[config.mk]
export PLATFORM = sky130hd
export DESIGN_NAME = diff_freq_serial_tx
export DESIGN_NICKNAME = d
export VERILOG_FILES = /design/src/rtl/diff_freq_pkg.sv /design/src/rtl/bit_period_timer.sv /design/src/rtl/diff_freq_serial_tx.sv
export SDC_FILE = /design/constraint.sdc
export NUM_CORES = 1
export LEC_CHECK = 0
export ABC_AREA = 1
export CORE_ASPECT_RATIO = 2
export CORE_MARGIN = 10
export CORE_UTILIZATION = 46
export DETAILED_ROUTE_END_ITERATION = 10
export GPL_TIMING_DRIVEN = 0
export PLACE_DENSITY = 0.76
export SLEW_MARGIN = 20
export SYNTH_ARGS = -nofsm -noshare
export SYNTH_HDL_FRONTEND = slang
export SYNTH_SLANG_ARGS = --single-unit
[constraint.sdc]
create_clock -name clk -period 1.9 [get_ports clk]
set_clock_uncertainty 0.2 [all_clocks]
set_input_delay 0.38 -clock clk [delete_from_list [all_inputs] [get_ports clk]]
set_output_delay 0.38 -clock clk [all_outputs]
set_load 0.01 [all_outputs]
[src/rtl/diff_freq_pkg.sv]
// Shared constants for the dual-rate serial transmitter: FSM encoding, mode values, defaults.
package diff_freq_pkg;

    typedef enum logic {
        S_IDLE = 1'b0,
        S_SEND = 1'b1
    } state_t;

    localparam logic MODE_ONESHOT = 1'b0;
    localparam logic MODE_REPEAT  = 1'b1;

    localparam int   DEF_FAST_DIV   = 10;
    localparam int   DEF_SLOW_DIV   = 20;
    localparam logic DEF_IDLE_LEVEL = 1'b0;

endpackage

[src/rtl/bit_period_timer.sv]
// Per-bit hold counter; o_period_end is combinational from the count, high on the last cycle of a bit.
// No backpressure: counts every cycle unless cleared.
module bit_period_timer
    import diff_freq_pkg::*;
#(
    parameter int FAST_DIV = DEF_FAST_DIV,
    parameter int SLOW_DIV = DEF_SLOW_DIV
) (
    input  logic clk,
    input  logic rst_n,
    input  logic i_clear,
    input  logic i_sel_fast,
    output logic o_period_end
);

    localparam int MAX_DIV = (FAST_DIV > SLOW_DIV) ? FAST_DIV : SLOW_DIV;
    localparam int CNT_W   = $clog2(MAX_DIV + 1);
    localparam logic [CNT_W-1:0] FAST_LAST = CNT_W'(FAST_DIV - 1);
    localparam logic [CNT_W-1:0] SLOW_LAST = CNT_W'(SLOW_DIV - 1);

    logic [CNT_W-1:0] r_cnt;
    logic [CNT_W-1:0] w_last;

    assign w_last       = i_sel_fast ? FAST_LAST : SLOW_LAST;
    assign o_period_end = (r_cnt == w_last);

    always_ff @(posedge clk) begin
        if (!rst_n) begin
            r_cnt <= '0;
        end else if (i_clear || o_period_end) begin
            r_cnt <= '0;
        end else begin
            r_cnt <= r_cnt + CNT_W'(1);
        end
    end

endmodule

[src/rtl/diff_freq_serial_tx.sv]
// Latches pattern/freq/mode on start and shifts LSB-first, each bit held FAST_DIV or SLOW_DIV cycles.
// Output appears the cycle after start; no backpressure, i_stop aborts on the next edge.
module diff_freq_serial_tx
    import diff_freq_pkg::*;
#(
    parameter int   DATA_BIT   = 32,
    parameter int   FAST_DIV   = DEF_FAST_DIV,
    parameter int   SLOW_DIV   = DEF_SLOW_DIV,
    parameter logic IDLE_LEVEL = DEF_IDLE_LEVEL
) (
    input  logic                clk,
    input  logic                rst_n,
    input  logic [DATA_BIT-1:0] i_output_pattern,
    input  logic [DATA_BIT-1:0] i_freq_pattern,
    input  logic                i_mode,
    input  logic                i_start,
    input  logic                i_stop,
    output logic                o_serial_out,
    output logic                o_busy,
    output logic                o_done_tick
);

    localparam int IDX_W = $clog2(DATA_BIT);
    localparam logic [IDX_W-1:0] LAST_IDX = IDX_W'(DATA_BIT - 1);

    state_t              r_state;
    logic [DATA_BIT-1:0] r_pattern;
    logic [DATA_BIT-1:0] r_freq;
    logic                r_mode;
    logic [IDX_W-1:0]    r_bit_idx;
    logic                r_serial_out;
    logic                r_busy;
    logic                r_done_tick;

    logic             w_period_end;
    logic             w_clear;
    logic             w_last_bit;
    logic [IDX_W-1:0] w_next_idx;

    // Counter is held at zero while idle and restarted on any start or stop.
    assign w_clear    = (r_state == S_IDLE) || i_start || i_stop;
    assign w_last_bit = (r_bit_idx == LAST_IDX);
    assign w_next_idx = r_bit_idx + IDX_W'(1);

    bit_period_timer #(
        .FAST_DIV (FAST_DIV),
        .SLOW_DIV (SLOW_DIV)
    ) u_timer (
        .clk          (clk),
        .rst_n        (rst_n),
        .i_clear      (w_clear),
        .i_sel_fast   (r_freq[r_bit_idx]),
        .o_period_end (w_period_end)
    );

    always_ff @(posedge clk) begin
        if (!rst_n) begin
            r_state      <= S_IDLE;
            r_pattern    <= '0;
            r_freq       <= '0;
            r_mode       <= 1'b0;
            r_bit_idx    <= '0;
            r_serial_out <= IDLE_LEVEL;
            r_busy       <= 1'b0;
            r_done_tick  <= 1'b0;
        end else begin
            r_done_tick <= 1'b0;
            case (r_state)
                S_IDLE: begin
                    if (i_start && !i_stop) begin
                        r_state      <= S_SEND;
                        r_pattern    <= i_output_pattern;
                        r_freq       <= i_freq_pattern;
                        r_mode       <= i_mode;
                        r_bit_idx    <= '0;
                        r_serial_out <= i_output_pattern[0];
                        r_busy       <= 1'b1;
                    end else begin
                        r_serial_out <= IDLE_LEVEL;
                        r_busy       <= 1'b0;
                    end
                end
                S_SEND: begin
                    // Priority: stop, then retrigger, then normal bit advance.
                    if (i_stop) begin
                        r_state      <= S_IDLE;
                        r_bit_idx    <= '0;
                        r_serial_out <= IDLE_LEVEL;
                        r_busy       <= 1'b0;
                    end else if (i_start) begin
                        r_pattern    <= i_output_pattern;
                        r_freq       <= i_freq_pattern;
                        r_mode       <= i_mode;
                        r_bit_idx    <= '0;
                        r_serial_out <= i_output_pattern[0];
                    end else if (w_period_end) begin
                        if (w_last_bit) begin
                            r_bit_idx   <= '0;
                            r_done_tick <= 1'b1;
                            if (r_mode == MODE_REPEAT) begin
                                r_serial_out <= r_pattern[0];
                            end else begin
                                r_state      <= S_IDLE;
                                r_serial_out <= IDLE_LEVEL;
                                r_busy       <= 1'b0;
                            end
                        end else begin
                            r_bit_idx    <= w_next_idx;
                            r_serial_out <= r_pattern[w_next_idx];
                        end
                    end
                end
                default: begin
                    r_state      <= S_IDLE;
                    r_serial_out <= IDLE_LEVEL;
                    r_busy       <= 1'b0;
                end
            endcase
        end
    end

    assign o_serial_out = r_serial_out;
    assign o_busy       = r_busy;
    assign o_done_tick  = r_done_tick;

endmodule

# After elaboration in Yosys (flattened, before gate mapping)
# Cells that the tools add are included.
# Widths: inputs -> output; s select.
# word_totals
ff_bits	79
out_inout_bits	3
in_bits	69
word_cells	80
# op_classes
bitwise	3
magnitude_cmp	2
n_eq_ne	10
add_sub_neg	2
n_mux	44
n_reduce_logical	10
# ops
op	n
$mux 32	6
$pmux 32 s2	2
$mux 5	6
$mux 1	23
$lt 5x6->1 const B	2
$add 5x1->5 const B	2
$bmux 1 s5	2
$pmux 5 s2	1
$pmux 1 s2	4
$ne 3x2->1 const B	2
$ne 3x3->1 const B	2
$eq 5x5->1	1
$eq 5x5->1 const B	1
$reduce_or 5->1	1
$ne 2x2->1 const B	2
$ne 4x3->1 const B	1
$reduce_and 4->1	1
$logic_or 1x1->1	3
$not 1->1	3
$reduce_and 3->1	1
$ne 2x1->1 const B	1
$reduce_and 2->1	1
$reduce_or 2->1	1
$logic_and 1x1->1	1
$logic_not 1->1	1

# Longest topological paths before layout
# Gate-level depths: netlist (run 1).
# logic_depth
word_depth	8
ltp_mapped	18
depth_no_buf	17

# Hierarchy
# From an unflattened synthesis (run 1), not the netlist that was laid out.
# hier_totals
cells_unflattened	502
hier_area_um2	3602.2
# by_module_without_submodules
mod	seq_area_each_um2	area_per_inst_um2	n_inst	cells_per_inst
diff_freq_serial_tx	1481.4	3325.7	1	468
bit_period_timer	100.1	276.5	1	34

# Worst setup path before layout (run 1)
# OpenSTA, ideal clock, no wires.
# synth_path
kind	register -> register
from	register r_bit_idx[0]
to	register r_serial_out (netlist: o_serial_out)
path_stages_with_launch	14
n_path_buf	2
t_required_ns	1.636
synth_period_minus_slack_ns	1.999
arrival_ns	1.736
setup_slack_ns	-0.099
setup_ns	0.064
cell_sequence	dfxtp_1 -> ha_1 -> buf_2 -> clkbuf_1 -> o21ai_0 -> o211ai_1 -> nand3_1 -> nand3_1 -> nand3_1 -> nand2_1 -> nand2_1 -> nand3_1 -> nand2_1 -> nor2_1
# synth_between
elab_chain_cells	8
elab_cells_between_ends	14
classes_between	add/sub (1); eq/ne (3); mux (10)
# synth_rtl
element	line_no	source
start: declaration	diff_freq_serial_tx.sv:30	logic [IDX_W-1:0] r_bit_idx;
start signal: assignment	diff_freq_serial_tx.sv:108	r_bit_idx <= w_next_idx;
$add 5x1->5	diff_freq_serial_tx.sv:43	assign w_next_idx = r_bit_idx + IDX_W'(1);
$bmux 1 s5	diff_freq_serial_tx.sv:109	r_serial_out <= r_pattern[w_next_idx];
$mux 1 (not written as such)	diff_freq_serial_tx.sv:109	
$mux 1	diff_freq_serial_tx.sv:97	if (w_last_bit) begin
$mux 1	diff_freq_serial_tx.sv:96	end else if (w_period_end) begin
$mux 1	diff_freq_serial_tx.sv:90	end else if (i_start) begin
$mux 1	diff_freq_serial_tx.sv:85	if (i_stop) begin
$pmux 1 s2	diff_freq_serial_tx.sv:68	case (r_state)
end signal: assignment	diff_freq_serial_tx.sv:76	r_serial_out <= i_output_pattern[0];
end signal: assignment	diff_freq_serial_tx.sv:95	r_serial_out <= i_output_pattern[0];
end signal: assignment	diff_freq_serial_tx.sv:101	r_serial_out <= r_pattern[0];
end: declaration	diff_freq_serial_tx.sv:31	logic r_serial_out;
# Parallel ways exist; a longest one is shown, timed or not. The select of a mux whose other input is x is not followed.
# A chain may end at the register's enable or synchronous reset.

# Final worst setup path (run 1)
# layout_path
from	register r_bit_idx[0]
to	register r_bit_idx[1]
# layout_between
elab_chain_cells	6
elab_cells_between_ends	13
classes_between	add/sub (1); eq/ne (3); mux (8); reduce/logical (1)
# layout_rtl
element	line_no	source
$bmux 1 s5 (tied with other cells)	diff_freq_serial_tx.sv:52	.i_sel_fast (r_freq[r_bit_idx]),
$mux 1 (not written as such) / $mux 5 (equally long branches)	diff_freq_serial_tx.sv:52, diff_freq_serial_tx.sv:97	
$mux 5, on equally long branches	bit_period_timer.sv:24, diff_freq_serial_tx.sv:96	
$eq 5x5->1 / $mux 5 (equally long branches)	bit_period_timer.sv:25, diff_freq_serial_tx.sv:90	
$ne 4x3->1 (no line) / $mux 5 (equally long branches)	--	
$reduce_and 2->1 (no line) / $pmux 5 s2 (equally long branches)	--	
# Parallel ways exist; a longest one is shown, timed or not. The select of a mux whose other input is x is not followed.

==> run_results.csv, run 1 <==
group,metric,value,unit
worst_setup_path,rr_worst_depth,17,
cells_and_area,final_cell_mix,"nor2_1 (153), dfxtp_1 (78), o21ai_0 (71)",
worst_setup_path,critical_path_class,"reg2reg",
die,die_area,11900,um^2
detailed_routing,wl_per_cell,15.3,um
clock_network,cts.clk_slew.worst_paths,60,ps
yosys,syn_avg_cell_area,6.83,um^2
timing,fin_hold_ws,265,ps
worst_setup_path,crit_path_end_kind,"flip-flop",
worst_setup_path,reg2reg_to,"r_bit_idx[1]$_SDFFE_PN0P_",
timing,fin_crit,2220,ps
global_route,track_usage,18.0,%
worst_setup_path,cpPeakStageDelay,350,ps
worst_setup_path,rrSetupSlack,-320,ps
die,die_y,145,um
worst_setup_path,cp_top_family,"simple AND/OR/NAND/NOR gates",
global_route,overflow,0,
worst_setup_path,cp_num_cells,17,
worst_setup_path,crit_chain,"buf_6 -> buf_4 -> nand2_2 -> nand3_2 -> nand3_2 -> nand2_2 -> nand2_2 -> nand2_2 -> nand2_2 -> nand2_4 -> nor2_4 -> nor2_2 -> nand2_2 -> nand2_2 -> buf_4 -> a21oi_1 -> nor2_1",
yosys,syn_inst,523,
clock_network,clkSinkCount,79,
detailed_routing,avgViaCountPerCell,5.35,
place,globalplace.congestion,0.862,
power_and_ir_drop,p_per_area,906,nW/um^2
die,die_w,82.3,um
power_and_ir_drop,ir_drop,0.773,mV
yosys,syn-num-nets,595,
worst_setup_path,crit_required,1930,ps
worst_setup_path,path_common_cell,"nand2_2",
run_status,violations,"setup timing",
clock_network,numCtsBuffers,9,
power_and_ir_drop,p_leak,0.00217,uW
flow_run,drv_cap,0,
global_route,grt_max_degree,14,
detailed_routing,drc_errors,0,
place,io_buffers,70,
yosys,synthAdderAreaFrac,1.05,%
yosys,synth-seq-cells,79,
yosys,yosysSeqAreaShare,44.2,%
worst_setup_path,startpoint,"r_bit_idx[0]$_SDFFE_PN0P_",
worst_setup_path,crit_arrival,2240,ps
detailed_routing,drt-total-wl,11.0,mm
worst_setup_path,start_kind,"flip-flop",
cells_and_area,area_growth,44.8,%
yosys,ys_types,23,
yosys,synth_compound_area_share,14.4,%
clock_network,cts_tree,"built",
timing,slew_headroom,57.3,%
global_route,grt_pass1_vias,3727,
yosys,synth-simple-area-share,32.2,%
timing,slew_viol_final,0,
timing,hold_viol,0,
cells_and_area,drive_gt1_share,16.7,%
die,start_util,47.0,%
die,row_count,45,
place,dp.final_hpwl,7.56,mm
yosys,synth_xor_area_share,1.23,%
global_route,antenna_found_initial,0,
clock_network,clk_path_buf_depth,2,
place,pre_cts_slack,-751,ps
cells_and_area,num_antenna_cells,0,
yosys,synth_top_family_by_area,"simple AND/OR/NAND/NOR gates",
clock_network,ctsHtreeMaxLevel,3,
timing,layout_setup_ws,-315,ps
cells_and_area,multiInputGateArea,1950,um^2
worst_setup_path,critPathSlowestCell,"dfxtp_4",
timing,rsz0062_at_grt,"true",
min_path,min_from,"u_timer.r_cnt[0]$_SDFF_PP0_",
detailed_routing,vias,3826,
worst_setup_path,crit_buf_inv,3,
detailed_routing,drt_first_pass_iters,5,
clock_network,cts-root-buf,"clkbuf_16",
min_path,hold_class,"reg2reg",
clock_network,hold_buffers,0,
worst_setup_path,r2r_start,"r_bit_idx[0]$_SDFFE_PN0P_",
detailed_routing,ant_nets,0,
timing,period_share,117,%
timing,tightest_slew,641,ps
cells_and_area,nFillCells,648,
timing,setup-tns-final,-3060,ps
yosys,yosys-mux-area-fraction,0,%
run_status,status,"finished, violations left",
clock_network,clk_latency,340,ps
global_route,grt_pass1_wl,16.8,mm
cells_and_area,final_common_cell,"nor2_1",
detailed_routing,drtIter0Drc,271,
die,core,7600,um^2
cells_and_area,nets,688,
worst_setup_path,endpoint,"r_bit_idx[1]$_SDFFE_PN0P_",
yosys,netlist_area,3570,um^2
die,pin_count,72,
worst_setup_path,path_max_fanout,5,
cells_and_area,layout.area.seq,1590,um^2
timing,setup_viol,14,
timing,max_freq,0.451,GHz
yosys,yosysWarnings,0,
## synth_stat cells
| cell type | instances | area share [%] |
|---|---|---|
| inv_2 | 1 | 0.10 |
| xor2_1 | 4 | 0.98 |
| buf_6 | 3 | 0.94 |
| buf_4 | 1 | 0.21 |
| nand3b_1 | 1 | 0.21 |
| buf_8 | 1 | 0.42 |
| nand2_1 | 68 | 7.1 |
| o211ai_1 | 8 | 1.7 |
| nand3_1 | 50 | 7.0 |
| buf_2 | 5 | 0.70 |
| a21oi_1 | 14 | 2.0 |
| o21ai_0 | 77 | 11 |
| nor3_1 | 1 | 0.14 |
| nor4_1 | 1 | 0.18 |
| clkbuf_1 | 22 | 2.3 |
| xnor2_1 | 1 | 0.25 |
| nand2_2 | 5 | 0.88 |
| inv_1 | 20 | 2.1 |
| ha_1 | 3 | 1.1 |
| nor2_2 | 2 | 0.35 |
| buf_1 | 1 | 0.10 |
| nor2_1 | 155 | 16 |
| dfxtp_1 | 79 | 44 |
## layout make-up
type | instances | share of cell area [%]
clock buffer | 12 | 5.15
timing repair buffer | 83 | 16.4
inverter | 21 | 1.64
tap | 94 | 2.27
buffer | 32 | 4.35
sequential | 79 | 30.6
multi-input combinational | 390 | 37.6
clock inverter | 4 | 1.91
## registers in the layout (all words and copies together) (netlist names)
name	flops
r_freq	32
r_pattern	32
r_bit_idx	5
u_timer.r_cnt	5
o_busy	1
o_done_tick	1
o_serial_out	1
r_mode	1
r_state	1
## power breakdown
| part | leakage [uW] | internal [uW] | total (uW) | switching (uW) |
|---|---|---|---|---|
| Combinational | 0.00134 | 387 | 796 | 409 |
| Sequential | 0.000651 | 1760 | 1820 | 61.0 |
| Clock | 0.000179 | 1400 | 2070 | 676 |
## stage by stage
stage / total power, uW / area, um^2 / std cells / util (%)
final: 4690 / 5170 / 715 / 68.1
after global routing: 4850 / 5170 / 715 / 68.1
after CTS: 4560 / 4840 / 707 / 63.7
after detailed placement: 2480 / 4400 / 687 / 57.8
after global placement: 2470 / 4400 / 687 / 57.8
after floorplan: 2210 / 3580 / 523 / -
## timing repair
action | 4_1_cts | 5_1_grt
endpoints found under the setup margin | 79 | 79
gates cloned | 0 | 4
pin swaps | 1 | 32
gates resized for setup | 8 | 93
setup buffers | 4 | 5
## logic make-up after synthesis
group                    after synthesis
AND/OR/NAND/NOR                      283
AO/OA/AOI/OAI                         99
flip-flops                            79
buffers and inverters                 54
XOR/XNOR                               5
adder cells (fa/ha/maj)                3
## worst min path at each step
stage                             endpoint  slack [ps]  cells past startpoint
2_1_floorplan    r_pattern[2]$_SDFFE_PN0P_         230                      2
3_3_place_gp   u_timer.r_cnt[0]$_SDFF_PP0_         240                      1
3_5_place_dp     r_pattern[6]$_SDFFE_PN0P_         250                      2
4_1_cts          r_pattern[1]$_SDFFE_PN0P_         270                      2
5_1_grt          r_pattern[1]$_SDFFE_PN0P_         280                      2
6_report       u_timer.r_cnt[0]$_SDFF_PP0_         260                      1
## per-layer routing
layer | wire, um | vias up | track usage [%]
met2 | 6100 | 124 | 33.2
met3 | 501 | 37 | 4.51
met4 | 480 | 0 | 8.92
met1 | 3870 | 1781 | 17.4
met5 | 0 | - | 0
li1 | - | 1884 | -
No activity file was read; power rests on OpenSTA's default activity.
==> inputs of run 2 (changes only) <==
Settings changed: CORE_UTILIZATION 46 to 48, CTS_BUF_LIST set to sky130_fd_sc_hd__clkbuf_4 sky130_fd_sc_hd__clkbuf_8, CTS_CLUSTER_SIZE set to 25, PLACE_DENSITY 0.76 to 0.79.
==> run_results.csv, run 2 (synthesis gave the netlist of run 1 again) <==
group,metric,value,unit
run_status,status,"finished, violations left",
run_status,violations,"setup timing",
clock_network,cts-root-buf,"clkbuf_8",
detailed_routing,vias,3817,
timing,max_freq,0.448,GHz
global_route,antenna_found_initial,0,
place,globalplace.congestion,0.904,
cells_and_area,fin_cells,713,
place,pre_cts_slack,-698,ps
die,die_y,142,um
worst_setup_path,crit_chain,"buf_6 -> clkbuf_16 -> nand2_2 -> nand3_2 -> nand3_2 -> nand2_2 -> nand2_2 -> nand2_2 -> nand2_2 -> nand2_2 -> nor2_2 -> nor2_2 -> nand2_2 -> nand2_4 -> buf_6 -> nand3_2 -> nand2_2 -> nor2_2",
worst_setup_path,start_kind,"flip-flop",
clock_network,numCtsBuffers,9,
power_and_ir_drop,clock_power_share,31.9,%
timing,setup_viol,14,
power_and_ir_drop,p_seq_share,48.3,%
timing,tightest_slew,537,ps
timing,fin_crit,2230,ps
worst_setup_path,crit_required,1970,ps
cells_and_area,area_growth,38.3,%
worst_setup_path,crit_path_end_kind,"flip-flop",
die,start_util,49.2,%
detailed_routing,wl_per_cell,14.9,um
clock_network,clkSinkCount,79,
die,die_w,81.0,um
worst_setup_path,critPathSlowestCell,"dfxtp_2",
min_path,hold_class,"reg2reg",
cells_and_area,drive_gt1_share,16.3,%
die,core,7270,um^2
worst_setup_path,path_common_cell,"nand2_2",
detailed_routing,drc_errors,0,
die,pin_count,72,
die,die_area,11500,um^2
power_and_ir_drop,switchingPower,1050,uW
place,dp.cells,685,
cells_and_area,final_common_cell,"nor2_1",
power_and_ir_drop,p_leak,0.00208,uW
clock_network,clk_latency,380,ps
cells_and_area,largest_registers,"r_freq x32, r_pattern x32",
clock_network,hold_buffers,0,
worst_setup_path,crit_arrival,2310,ps
global_route,grt_max_degree,13,
timing,setup-tns-final,-3680,ps
worst_setup_path,critical_path_class,"reg2reg",
power_and_ir_drop,p_int,2710,uW
detailed_routing,drtIter0Drc,276,
detailed_routing,ant_nets,0,
die,row_count,44,
place,dp.final_hpwl,7.39,mm
timing,period_share,117,%
clock_network,cts_tree,"built",
detailed_routing,avgViaCountPerCell,5.35,
timing,layout_setup_ws,-331,ps
power_and_ir_drop,p_per_area,762,nW/um^2
place,placed_area,4390,um^2
worst_setup_path,cpPeakStageDelay,360,ps
global_route,grt_pass1_vias,3762,
detailed_routing,drt_first_pass_iters,7,
place,io_buffers,70,
clock_network,ctsHtreeMaxLevel,3,
timing,slew_viol_final,0,
cells_and_area,final_cell_mix,"nor2_1 (153), dfxtp_1 (78), o21ai_0 (76)",
timing,slew_headroom,64.2,%
timing,hold_viol,0,
timing,rsz0062_at_grt,"true",
global_route,grt_pass1_wl,16.4,mm
worst_setup_path,path_max_fanout,6,
power_and_ir_drop,ir_drop,0.601,mV
detailed_routing,drt-total-wl,10.6,mm
power_and_ir_drop,comb_power_share,19.8,%
global_route,overflow,0,
cells_and_area,num_antenna_cells,0,
clock_network,clk_path_buf_depth,2,
cells_and_area,nFillCells,637,
cells_and_area,nets,689,
cells_and_area,finalInstanceArea,4940,um^2
flow_run,drv_cap,0,
power_and_ir_drop,p_sw_share,28.0,%
clock_network,cts.clk_slew.worst_paths,80,ps
global_route,track_usage,17.7,%
run 2: changes by cell type in the layout (fill, tap and decap cells not counted), moves of 3 or more:
cell,before,now
clkinv_2,0,4
buf_8,4,1
clkbuf_4,1,4
clkbuf_1,11,19
clkbuf_8,3,10
nand3_2,16,20
o21ai_1,6,1
clkbuf_16,11,1
nand3_1,33,29
clkbuf_2,8,2
o21ai_0,71,76
run 2: path summary, 6_finish.rpt:
check             cells past startpoint                      start  slack, ps                        end
setup / recovery                     18  r_bit_idx[0]$_SDFFE_PN0P_       -330  r_bit_idx[2]$_SDFFE_PN0P_
setup reg to reg                     18  r_bit_idx[0]$_SDFFE_PN0P_       -330  r_bit_idx[2]$_SDFFE_PN0P_
hold reg to reg                       2  r_pattern[4]$_SDFFE_PN0P_        260  r_pattern[4]$_SDFFE_PN0P_
hold / removal                        2  r_pattern[4]$_SDFFE_PN0P_        260  r_pattern[4]$_SDFFE_PN0P_
run 2: critical path, delay by kind of cell, from the launching register on:
family        cells  cell delay, ps
simple gates     15            1170
flops             1             360
buf+inv           3             430
run 2: power by group through the flow:
stage / clock network (uW) / logic [uW] / registers (uW)
6_report: 1200 / 746 / 1820
5_1_grt: 1270 / 823 / 1830
4_1_cts: 1210 / 661 / 1810
3_5_place_dp: 0 / 628 / 1850
3_3_place_gp: 0 / 618 / 1850
2_1_floorplan: 0 / 378 / 1830
run 2: per-stage QoR:
step	util [%]	hold WS (ps)	total power, uW
floorplan	-	229	2210
global placement	60.5	240	2460
detailed placement	60.5	248	2480
CTS	64.3	259	3680
global route	68.0	285	3920
finish	68.0	256	3770
run 2: routing by layer:
layer	track usage, %	vias up	wire, um
met5	0	-	0
met4	8.62	0	300
met3	4.62	30	673
met2	32.7	128	5800
met1	17.4	1777	3840
li1	-	1882	-
run 2: area by class of cell:
cell class / instances / area, um^2 / area share (%)
Buffer: 33 / 194 / 3.92
Clock buffer: 10 / 131 / 2.66
Clock inverter: 5 / 50.0 / 1.01
Inverter: 21 / 78.8 / 1.59
Multi-Input combinational cell: 390 / 1960 / 39.7
Sequential cell: 79 / 1580 / 32.0
Tap cell: 92 / 115 / 2.33
Timing Repair Buffer: 83 / 831 / 16.8
run 2: timing repair:
item,CTS,global route
pin swaps,1,26
gates resized for setup,11,62
gates cloned,1,2
setup endpoints to repair,79,22
buffers inserted,7,3
hold endpoints to repair,0,0
